$ cat config.mk
export PLATFORM = sky130hd
export DESIGN_NAME = multicycle_ctrl_hs
export DESIGN_NICKNAME = d
export VERILOG_FILES = /design/src/rtl/multicycle_ctrl_hs.sv
export SDC_FILE = /design/constraint.sdc
export NUM_CORES = 1
export LEC_CHECK = 0
export ABC_AREA = 1
export CAP_MARGIN = 20
export CORE_UTILIZATION = 55
export CTS_CLUSTER_DIAMETER = 80
export DETAILED_ROUTE_END_ITERATION = 16
export DONT_BUFFER_PORTS = 1
export PLACE_DENSITY = 0.78
export SETUP_SLACK_MARGIN = 0.15
export SYNTH_ARGS = -nofsm -noshare
export SYNTH_HDL_FRONTEND = slang
export SYNTH_SLANG_ARGS = --single-unit
$ cat constraint.sdc
create_clock -name clk -period 1.8 [get_ports clk]
set_clock_uncertainty 0.15 [all_clocks]
set_input_delay 0.45 -clock clk [delete_from_list [all_inputs] [get_ports clk]]
set_output_delay 0.45 -clock clk [all_outputs]
set_load 0.01 [all_outputs]
$ cat src/rtl/multicycle_ctrl_hs.sv
// Multicycle MIPS-subset controller with a memory handshake (mem_req/mem_ack),
// a saturating wait counter with optional timeout, and a sticky error state.
//
// state | meaning
// ------+---------------------------------------------------------------
// IF    | fetch: request memory, load IR on mem_ack
// RF    | decode/register read: illegal -> ERR, jal -> WB, else EXE
// EXE   | execute: branches/jumps update PC and refetch, loads/stores -> MEM
// MEM   | data access: hold request until mem_ack (stores write throughout)
// WB    | register write-back and PC update
// ERR   | sticky fault: all enables low, exit only through rst
module multicycle_ctrl_hs #(
  parameter int ALUCTR_W = 4,
  parameter int TIMEOUT  = 15,
  parameter int BYTE_EN  = 1
) (
  input  logic                clk,
  input  logic                rst,
  input  logic [31:0]         instruction,
  input  logic                zero,
  input  logic                mem_ack,
  output logic                mem_req,
  output logic                IRWr,
  output logic                PCWr,
  output logic                RegWr,
  output logic                MemWr,
  output logic                RegDst,
  output logic                ALUSrc,
  output logic                MemtoReg,
  output logic                j_sel,
  output logic                jal_sel,
  output logic                lb_sel,
  output logic                sb_sel,
  output logic [1:0]          ExtOp,
  output logic [1:0]          nPC_sel,
  output logic [ALUCTR_W-1:0] ALUctr,
  output logic [2:0]          state,
  output logic                err
);

  localparam logic [2:0] S_IF  = 3'b000;
  localparam logic [2:0] S_RF  = 3'b001;
  localparam logic [2:0] S_EXE = 3'b010;
  localparam logic [2:0] S_MEM = 3'b011;
  localparam logic [2:0] S_WB  = 3'b100;
  localparam logic [2:0] S_ERR = 3'b111;

  localparam logic [2:0] ALU_ADD = 3'd0;
  localparam logic [2:0] ALU_SUB = 3'd1;
  localparam logic [2:0] ALU_OR  = 3'd2;
  localparam logic [2:0] ALU_SLT = 3'd4;

  localparam int CNT_W = (TIMEOUT < 2) ? 1 : $clog2(TIMEOUT + 1);
  localparam logic [CNT_W-1:0] TO_VAL = CNT_W'(TIMEOUT);

  logic [5:0] opcode;
  logic [5:0] funct;
  logic       unused_instr;

  assign opcode       = instruction[31:26];
  assign funct        = instruction[5:0];
  assign unused_instr = ^instruction[25:6];

  logic       legal;
  logic       is_load;
  logic       is_store;
  logic       is_beq;
  logic       is_j;
  logic       is_jal;
  logic       is_jr;
  logic [6:0] sel;
  logic [1:0] ext;
  logic [2:0] alu;

  // sel packs {ALUSrc, MemtoReg, RegDst, j_sel, jal_sel, lb_sel, sb_sel}
  always_comb begin
    legal    = 1'b0;
    is_load  = 1'b0;
    is_store = 1'b0;
    is_beq   = 1'b0;
    is_j     = 1'b0;
    is_jal   = 1'b0;
    is_jr    = 1'b0;
    sel      = 7'b0000000;
    ext      = 2'b00;
    alu      = ALU_ADD;
    case (opcode)
      6'h00: begin
        case (funct)
          6'h21: begin legal = 1'b1; sel = 7'b0010000; alu = ALU_ADD; end
          6'h23: begin legal = 1'b1; sel = 7'b0010000; alu = ALU_SUB; end
          6'h2A: begin legal = 1'b1; sel = 7'b0010000; alu = ALU_SLT; end
          6'h08: begin legal = 1'b1; is_jr = 1'b1; end
          default: ;
        endcase
      end
      6'h02: begin legal = 1'b1; is_j = 1'b1; sel = 7'b0001000; end
      6'h03: begin legal = 1'b1; is_jal = 1'b1; sel = 7'b0001100; end
      6'h04: begin legal = 1'b1; is_beq = 1'b1; ext = 2'b01; alu = ALU_SUB; end
      6'h08, 6'h09: begin legal = 1'b1; sel = 7'b1000000; ext = 2'b01; end
      6'h0D: begin legal = 1'b1; sel = 7'b1000000; alu = ALU_OR; end
      6'h0F: begin legal = 1'b1; sel = 7'b1000000; ext = 2'b10; alu = ALU_OR; end
      6'h23: begin legal = 1'b1; is_load = 1'b1; sel = 7'b1100000; ext = 2'b01; end
      6'h2B: begin legal = 1'b1; is_store = 1'b1; sel = 7'b1000000; ext = 2'b01; end
      6'h20: begin
        if (BYTE_EN != 0) begin
          legal = 1'b1; is_load = 1'b1; sel = 7'b1100010; ext = 2'b01;
        end
      end
      6'h28: begin
        if (BYTE_EN != 0) begin
          legal = 1'b1; is_store = 1'b1; sel = 7'b1000001; ext = 2'b01;
        end
      end
      default: ;
    endcase
  end

  assign {ALUSrc, MemtoReg, RegDst, j_sel, jal_sel, lb_sel, sb_sel} = sel;
  assign ExtOp  = ext;
  assign ALUctr = ALUCTR_W'(alu);

  always_comb begin
    nPC_sel = 2'b00;
    if (is_beq)              nPC_sel = zero ? 2'b01 : 2'b00;
    else if (is_j || is_jal) nPC_sel = 2'b10;
    else if (is_jr)          nPC_sel = 2'b11;
  end

  logic [2:0]       state_q;
  logic [2:0]       state_d;
  logic [CNT_W-1:0] wait_cnt;
  logic             timed_out;
  logic             pc_flow;

  assign pc_flow   = is_beq || is_j || is_jr;
  // an ack arriving in the terminal cycle takes priority over the timeout
  assign timed_out = (TIMEOUT != 0) && (wait_cnt == TO_VAL) && !mem_ack;

  always_comb begin
    state_d = state_q;
    case (state_q)
      S_IF: begin
        if (mem_ack)        state_d = S_RF;
        else if (timed_out) state_d = S_ERR;
      end
      S_RF: begin
        if (!legal)      state_d = S_ERR;
        else if (is_jal) state_d = S_WB;
        else             state_d = S_EXE;
      end
      S_EXE: begin
        if (pc_flow)                  state_d = S_IF;
        else if (is_load || is_store) state_d = S_MEM;
        else                          state_d = S_WB;
      end
      S_MEM: begin
        if (mem_ack)        state_d = is_load ? S_WB : S_IF;
        else if (timed_out) state_d = S_ERR;
      end
      S_WB:    state_d = S_IF;
      S_ERR:   state_d = S_ERR;
      default: state_d = S_ERR;
    endcase
  end

  always_ff @(posedge clk) begin
    if (rst) begin
      state_q  <= S_IF;
      wait_cnt <= '0;
    end else begin
      state_q <= state_d;
      if (state_d != state_q) begin
        wait_cnt <= '0;
      end else if ((state_q == S_IF || state_q == S_MEM) && !mem_ack && (wait_cnt != '1)) begin
        wait_cnt <= wait_cnt + 1'b1;
      end
    end
  end

  assign state   = state_q;
  assign err     = (state_q == S_ERR);

  assign mem_req = !rst && (state_q == S_IF || state_q == S_MEM);
  assign IRWr    = !rst && (state_q == S_IF) && mem_ack;
  assign RegWr   = !rst && (state_q == S_WB);
  assign MemWr   = !rst && (state_q == S_MEM) && is_store;
  assign PCWr    = !rst && (((state_q == S_EXE) && pc_flow) ||
                            ((state_q == S_MEM) && is_store && mem_ack) ||
                            (state_q == S_WB));

endmodule
==> results.py, run 1 <==
metrics = {
    "synth": {
        "yosysWarningCount": 0,
        "avgSynthCellArea_um2": 5.460,
        "syn-num-nets": 199,
        "yosysSeqAreaShare_pct": 15.84,
        "synth_top_area_share_pct": 15.84,
        "yosysMostFrequentCell": "nand2_1",
        "syn_inst": 162,
        "synth_seq_cells": 7,
        "post-synth-top-area-cell": "dfxtp_1",
        "syn_area_um2": 884.6,
        "synth.distinct_cells": 28,
        "synth_edf_count": 0,
        "async_flop_share_pct": 0,
        "synth_common_cells": "nand2_1 (35), nor2_1 (32), inv_1 (27)",
        "ys_top_cells_by_area": "dfxtp_1 (16%), nand2_1 (15%), nor2_1 (14%), inv_1 (11%), nand3_1 (5.7%)",
        "synth_ff_type": "dfxtp_1",
    },
    "sta": {
        "grt_repair_worst_endpoint": "PCWr",
        "worst-ep-kind": "top-level output",
    },
    "outcome": {
        "failed_stage": "global routing",
        "status": "aborted with a tool error",
        "error": "[ERROR DPL-0038] Utilization greater than 100%, impossible to legalize",
    },
    "clock_network": {
        "cts_max_path_buffers": 2,
        "cts-root-buf": "clkbuf_4",
        "clkSinkCount": 7,
        "cts_hold_buf": 0,
        "cts_buffers": 3,
        "h-tree-depth": 1,
    },
    "placed_design": {
        "place_congestion": 0.8666,
        "hpwl_um": 1870,
        "dp_slack_ps": -67.94,
        "portBuffers": 0,
    },
    "floorplan": {
        "die_x_um": 42.11,
        "die_h_um": 42.11,
        "io_pins": 60,
        "rows": 14,
        "start_util_pct": 58.72,
    },
    "global_route": {
        "grt_max_degree": 9,
    },
}
==> logic make-up after synthesis <==
logic type	count (synthesis)	synth area share (%)
other cells	1	0.4239
xor+xnor	2	1.981
simple gates	106	56.16
compound gates	14	9.902
flops	7	15.84
fa+ha+maj	1	1.414
buf+inv	30	13.15
mux	1	1.132
==> what timing repair did <==
item	CTS
pin swaps	16
buffers inserted	10
resized for setup	60
setup endpoints to repair	19
==> per-stage QoR <==
step	cells	cell area, um^2
after CTS	214	1403
after detailed placement	200	1121
after global placement	200	1121
after floorplan	162	932.1
==> inputs of run 2 (changes only) <==
--- a/config.mk
+++ b/config.mk
@@ -7,12 +7,11 @@
 export LEC_CHECK = 0
 export ABC_AREA = 1
 export CAP_MARGIN = 20
-export CORE_UTILIZATION = 55
-export CTS_CLUSTER_DIAMETER = 80
+export CORE_AREA = 2 2 63 65
 export DETAILED_ROUTE_END_ITERATION = 16
+export DIE_AREA = 0 0 65 67
 export DONT_BUFFER_PORTS = 1
-export PLACE_DENSITY = 0.78
-export SETUP_SLACK_MARGIN = 0.15
+export PLACE_DENSITY_LB_ADDON = 0.15
 export SYNTH_ARGS = -nofsm -noshare
 export SYNTH_HDL_FRONTEND = slang
 export SYNTH_SLANG_ARGS = --single-unit
==> results.py, run 2 <==
metrics = {
    "floorplan": {
        "start_util_pct": 24.53,
        "io_pins": 60,
        "coreArea_mm2": 0.003606,
        "rows": 22,
        "die_area_mm2": 0.004355,
        "die_x_um": 65,
        "die_h_um": 67,
    },
    "placed_design": {
        "placed_cells": 241,
        "portBuffers": 0,
        "place_congestion": 0.8795,
        "hpwl_um": 2143,
    },
    "worst_setup_path": {
        "arrival_ps": 1280,
        "end_kind": "output port",
        "worstPathRequired_ps": 1200,
        "start_kind": "input port",
        "crit_type": "input port to output port",
        "path_max_fanout": 5,
        "rrSetupSlack_ps": 100,
    },
    "routing": {
        "num_vias": 1142,
        "drt_first_pass_iters": 4,
        "drt_iter0_drc": 25,
        "totalWireLength_um": 2647,
        "drc": 0,
        "routedWlPerCell_um": 10.63,
        "ant_nets": 0,
        "vias_per_cell": 4.586,
    },
    "synth": {
        "synth.distinct_cells": 28,
        "avgSynthCellArea_um2": 5.460,
        "synth_ff_type": "dfxtp_1",
        "syn_area_um2": 884.6,
        "synth_top_area_share_pct": 15.84,
        "syn-num-nets": 199,
        "ys_top_cells_by_area": "dfxtp_1 (16%), nand2_1 (15%), nor2_1 (14%), inv_1 (11%), nand3_1 (5.7%)",
        "async_flop_share_pct": 0,
        "yosysSeqAreaShare_pct": 15.84,
        "synth_seq_cells": 7,
        "syn_inst": 162,
        "post-synth-top-area-cell": "dfxtp_1",
        "synth_edf_count": 0,
        "yosysWarningCount": 0,
        "synth_common_cells": "nand2_1 (35), nor2_1 (32), inv_1 (27)",
        "yosysMostFrequentCell": "nand2_1",
    },
    "global_route": {
        "grtUsageMet2_pct": 21.91,
        "grt-busiest-layer": "met2",
        "antenna_found_initial": 0,
        "grt_pass1_wl_um": 4043,
        "grt_util_met1_pct": 13.42,
        "track_usage_pct": 11.61,
        "grt.overflow.total": 0,
        "grt_max_degree": 9,
        "met3_usage_pct": 2.872,
        "grt_pass1_vias": 1001,
    },
    "min_path": {
        "min_path_type": "input port to flip-flop",
    },
    "final_layout": {
        "area_delta_synth_final_pct": 64.07,
        "num-fill-cells": 397,
        "drive_above_1_share_pct": 48.76,
        "largest-register": "wait_cnt",
        "final_nets": 239,
        "largest_register_ffs": 4,
        "antenna_cells": 0,
        "final_cells": 249,
        "final_common_cell": "buf_4",
        "final_cell_mix": "buf_4 (35), nand2_1 (25), inv_1 (22)",
    },
    "clock_network": {
        "clk_pin_slew_ps": 40,
        "h-tree-depth": 1,
        "clk_latency_ps": 220,
        "cts_buffers": 3,
        "cts-root-buf": "clkbuf_8",
        "cts_max_path_buffers": 2,
        "clkSinkCount": 7,
        "cts_tree": "done",
    },
    "sta": {
        "timing.fmax_mhz": 532.2,
        "timing.final.crit_period_ps": 1879,
        "worst_slack_ps": -79.10,
        "hold_viol": 0,
        "drv_slew": 0,
        "setup_violations": 2,
        "grt_setup_unrepaired": "yes",
        "fin_hold_ws_ps": 137.7,
        "period_share_pct": 104.4,
    },
    "power": {
        "cellPowerDensity_mw_per_mm2": 929.1,
        "ir_drop_uv": 475.9,
        "leakagePower_nw": 0.6987,
        "p_total_mw": 1.349,
    },
    "outcome": {
        "status": "finished with violations",
        "violations": "negative setup slack",
    },
    "run": {
        "cap_violations": 0,
    },
}
## run 2: cell counts after synthesis
No cell type changed its count.
## run 2: layer usage
layer	wire, um	part of all wire, %
met3	146	5.5
met5	0	0
met1	1096	41
met4	0	0
met2	1403	53
## run 2: final cells by class
| class | instances | area (um^2) | area share [%] |
|---|---|---|---|
| repair buffers | 37 | 285.3 | 19.66 |
| well taps | 48 | 60.06 | 4.138 |
| multi-input cells | 125 | 779.5 | 53.71 |
| clock buffers | 4 | 45.04 | 3.103 |
| inverters | 28 | 127.6 | 8.793 |
| flip-flops and latches | 7 | 153.9 | 10.60 |
## run 2: what timing repair did
| item | 4_1_cts | 5_1_grt |
|---|---|---|
| endpoints found under the setup margin | 9 | 14 |
| gates resized for setup | 18 | 45 |
| hold buffers | 0 | 0 |
| hold endpoints to repair | 0 | 0 |
| pin swaps | 2 | 15 |
| setup buffers | 2 | 2 |
## run 2: through the flow
step	TNS [ps]	cell area, um^2	util, %	worst slack (ps)
after floorplan	-8.171	893.4	-	-8.171
after global placement	-744.4	1190	33.00	-142.2
after detailed placement	-857.8	1190	33.00	-180.4
after CTS	-94.52	1301	36.09	-82.83
after global routing	-693.6	1451	40.25	-168.0
final	-139.2	1451	40.25	-79.10
## run 2: power breakdown
part	internal, mW	switching (mW)
Clock	0.152	0.0585
Sequential	0.215	0.0767
Combinational	0.380	0.466
## run 2: worst paths after layout
kind	startpoint	end	cells past startpoint
min reg2reg	wait_cnt[1]$_SDFFE_PP0P_	wait_cnt[1]$_SDFFE_PP0P_	2
max	instruction[30]	PCWr	6
max reg2reg	wait_cnt[1]$_SDFFE_PP0P_	wait_cnt[0]$_SDFFE_PP0P_	11
min	rst	state[1]$_SDFF_PP0_	1
## run 2: worst max-delay path, cell delays in order
cell,delay [ps]
nor2_4,150
nand3_2,120
nor2_2,130
o21ai_1,70
a31oi_1,200
buf_4,150
## run 2: cell families after synthesis
family          count (synthesis)  share of synthesized area, %
xor+xnor                        2                         1.981
compound gates                 14                         9.902
buf+inv                        30                         13.15
flops                           7                         15.84
other cells                     1                        0.4239
mux                             1                         1.132
fa+ha+maj                       1                         1.414
simple gates                  106                         56.16
(Power assumes the default switching activity.)
==> inputs of run 3 (changes only) <==
--- a/config.mk
+++ b/config.mk
@@ -10,7 +10,6 @@
 export CORE_AREA = 2 2 63 65
 export DETAILED_ROUTE_END_ITERATION = 16
 export DIE_AREA = 0 0 65 67
-export DONT_BUFFER_PORTS = 1
 export PLACE_DENSITY_LB_ADDON = 0.15
 export SYNTH_ARGS = -nofsm -noshare
 export SYNTH_HDL_FRONTEND = slang
==> results.py, run 3 (synthesis gave the netlist of run 2 again) <==
metrics = {
    "clock_network": {
        "h-tree-depth": 1,
        "clk_latency_ps": 230,
        "clkSinkCount": 7,
        "cts_buffers": 3,
        "cts_tree": "done",
        "cts-root-buf": "clkbuf_8",
        "cts_max_path_buffers": 2,
        "clk_pin_slew_ps": 40,
    },
    "outcome": {
        "violations": "negative setup slack",
        "status": "finished with violations",
    },
    "sta": {
        "grt_setup_unrepaired": "yes",
        "timing.fmax_mhz": 478.5,
        "timing.final.crit_period_ps": 2090,
        "period_share_pct": 116.1,
        "worst_slack_ps": -290.0,
        "hold_viol": 0,
        "setup_violations": 16,
        "drv_slew": 0,
    },
    "global_route": {
        "track_usage_pct": 16.46,
        "grt_pass1_wl_um": 5692,
        "antenna_found_initial": 0,
        "grt_max_degree": 7,
        "grt_pass1_vias": 1403,
        "grt.overflow.total": 0,
    },
    "routing": {
        "drt_iter0_drc": 26,
        "drt_first_pass_iters": 4,
        "ant_nets": 0,
        "drc": 0,
        "num_vias": 1413,
        "routedWlPerCell_um": 11.53,
        "vias_per_cell": 4.558,
        "totalWireLength_um": 3574,
    },
    "worst_setup_path": {
        "arrival_ps": 1490,
        "path_max_fanout": 4,
        "worstPathRequired_ps": 1200,
        "start_kind": "input port",
        "crit_type": "input port to output port",
        "end_kind": "output port",
    },
    "final_layout": {
        "fin_util_pct": 58.85,
        "antenna_cells": 0,
        "largest_register_ffs": 4,
        "final_cells": 310,
        "final_cell_mix": "buf_4 (47), buf_6 (26), nand2_1 (23)",
        "final_nets": 300,
        "final_common_cell": "buf_4",
        "largest-register": "wait_cnt",
        "drive_above_1_share_pct": 66.03,
        "area_delta_synth_final_pct": 139.9,
    },
    "power": {
        "pwr-share-comb_pct": 71.4,
        "cellPowerDensity_mw_per_mm2": 836.5,
        "clkPwrFrac_pct": 12.7,
        "netSwitchingFraction_pct": 43.75,
        "ir_drop_uv": 723.2,
        "seqPwrFrac_pct": 16.0,
        "leakagePower_nw": 1.096,
        "internal_power_uw": 998.5,
        "p_sw_uw": 776.6,
    },
    "floorplan": {
        "coreArea_mm2": 0.003606,
        "die_x_um": 65,
        "die_h_um": 67,
        "die_area_mm2": 0.004355,
        "rows": 22,
        "io_pins": 60,
        "start_util_pct": 24.53,
    },
    "placed_design": {
        "placed_cells": 296,
        "place_congestion": 0.8385,
        "portBuffers": 38,
        "hpwl_um": 2582,
    },
    "min_path": {
        "min_path_type": "flip-flop to flip-flop",
    },
    "run": {
        "cap_violations": 0,
    },
}
run 3: changes by cell type in the layout (fill, tap and decap cells not counted), sizes merged:
cell,change
buf,+54
clkdlybuf4s15,+1
clkdlybuf4s50,+1
dlygate4sd2,+4
inv,+1
run 3: layout make-up:
class | count | area [um^2]
Multi-Input combinational cell | 125 | 919.6
Inverter | 28 | 117.6
Clock buffer | 3 | 41.29
Clock inverter | 1 | 5.005
Tap cell | 48 | 60.06
Sequential cell | 7 | 151.4
Fill cell | 348 | 1484
Timing Repair Buffer | 98 | 827.0
run 3: power groups by stage:
stage          Combinational, mW  Clock, mW  Sequential, mW
2_1_floorplan              0.460          0           0.259
5_1_grt                     1.39      0.246           0.292
6_report                    1.27      0.225           0.284
4_1_cts                     1.09      0.234           0.275
3_5_place_dp                1.04          0           0.244
3_3_place_gp                1.03          0           0.244
run 3: critical path, stage by stage:
cell	delay [ps]
buf_8	100
nor2_4	210
nand3_1	170
nand2_1	140
o21ai_2	70
a31oi_1	180
buf_2	170
run 3: layer usage:
| metal | wire, um | part of all wire [%] | up-vias | track usage (%) |
|---|---|---|---|---|
| met1 | 1459 | 41 | 663 | 17.76 |
| met3 | 115 | 3.2 | 4 | 3.209 |
| met5 | 0 | 0 | - | 0 |
| met4 | 29 | 0.81 | 0 | 3.191 |
| met2 | 1969 | 55 | 29 | 32.86 |
| li1 | - | - | 717 | - |
run 3: final timing paths:
kind	startpoint	cells after the start	endpoint	slack, ps
min	wait_cnt[1]$_SDFFE_PP0P_	2	wait_cnt[1]$_SDFFE_PP0P_	400
min reg2reg	wait_cnt[1]$_SDFFE_PP0P_	2	wait_cnt[1]$_SDFFE_PP0P_	400
max reg2reg	state[0]$_SDFF_PP0_	13	wait_cnt[1]$_SDFFE_PP0P_	-20
max	instruction[26]	7	PCWr	-290
run 3: repair_timing:
action | in CTS | in global routing
hold buffers | 0 | 0
gates cloned | 0 | 0
pin swaps | 19 | 16
endpoints found under the setup margin | 30 | 25
gates resized for setup | 201 | 69
setup buffers | 8 | 4
run 3: through the flow:
| stage | hold slack (ps) | instance area, um^2 | setup TNS, ps | worst slack [ps] | total power, mW |
|---|---|---|---|---|---|
| 2_1_floorplan | 355.5 | 893.4 | -8.171 | -8.171 | 0.7183 |
| 3_3_place_gp | 375.5 | 1698 | -20120 | -1063 | 1.279 |
| 3_5_place_dp | 392.1 | 1698 | -20930 | -1086 | 1.288 |
| 4_1_cts | 405.2 | 1889 | -1966 | -253.5 | 1.602 |
| 5_1_grt | 446.8 | 2122 | -3377 | -317.2 | 1.929 |
| 6_report | 397.7 | 2122 | -2070 | -290.0 | 1.775 |
==> inputs of run 4 (changes only) <==
--- a/config.mk
+++ b/config.mk
@@ -6,7 +6,7 @@
 export NUM_CORES = 1
 export LEC_CHECK = 0
 export ABC_AREA = 1
-export CAP_MARGIN = 20
+export CAP_MARGIN = 30
 export CORE_AREA = 2 2 63 65
 export DETAILED_ROUTE_END_ITERATION = 16
 export DIE_AREA = 0 0 65 67
==> results of run 4 <==
The final DEF is identical to that of run 3; final timing and power are the same.
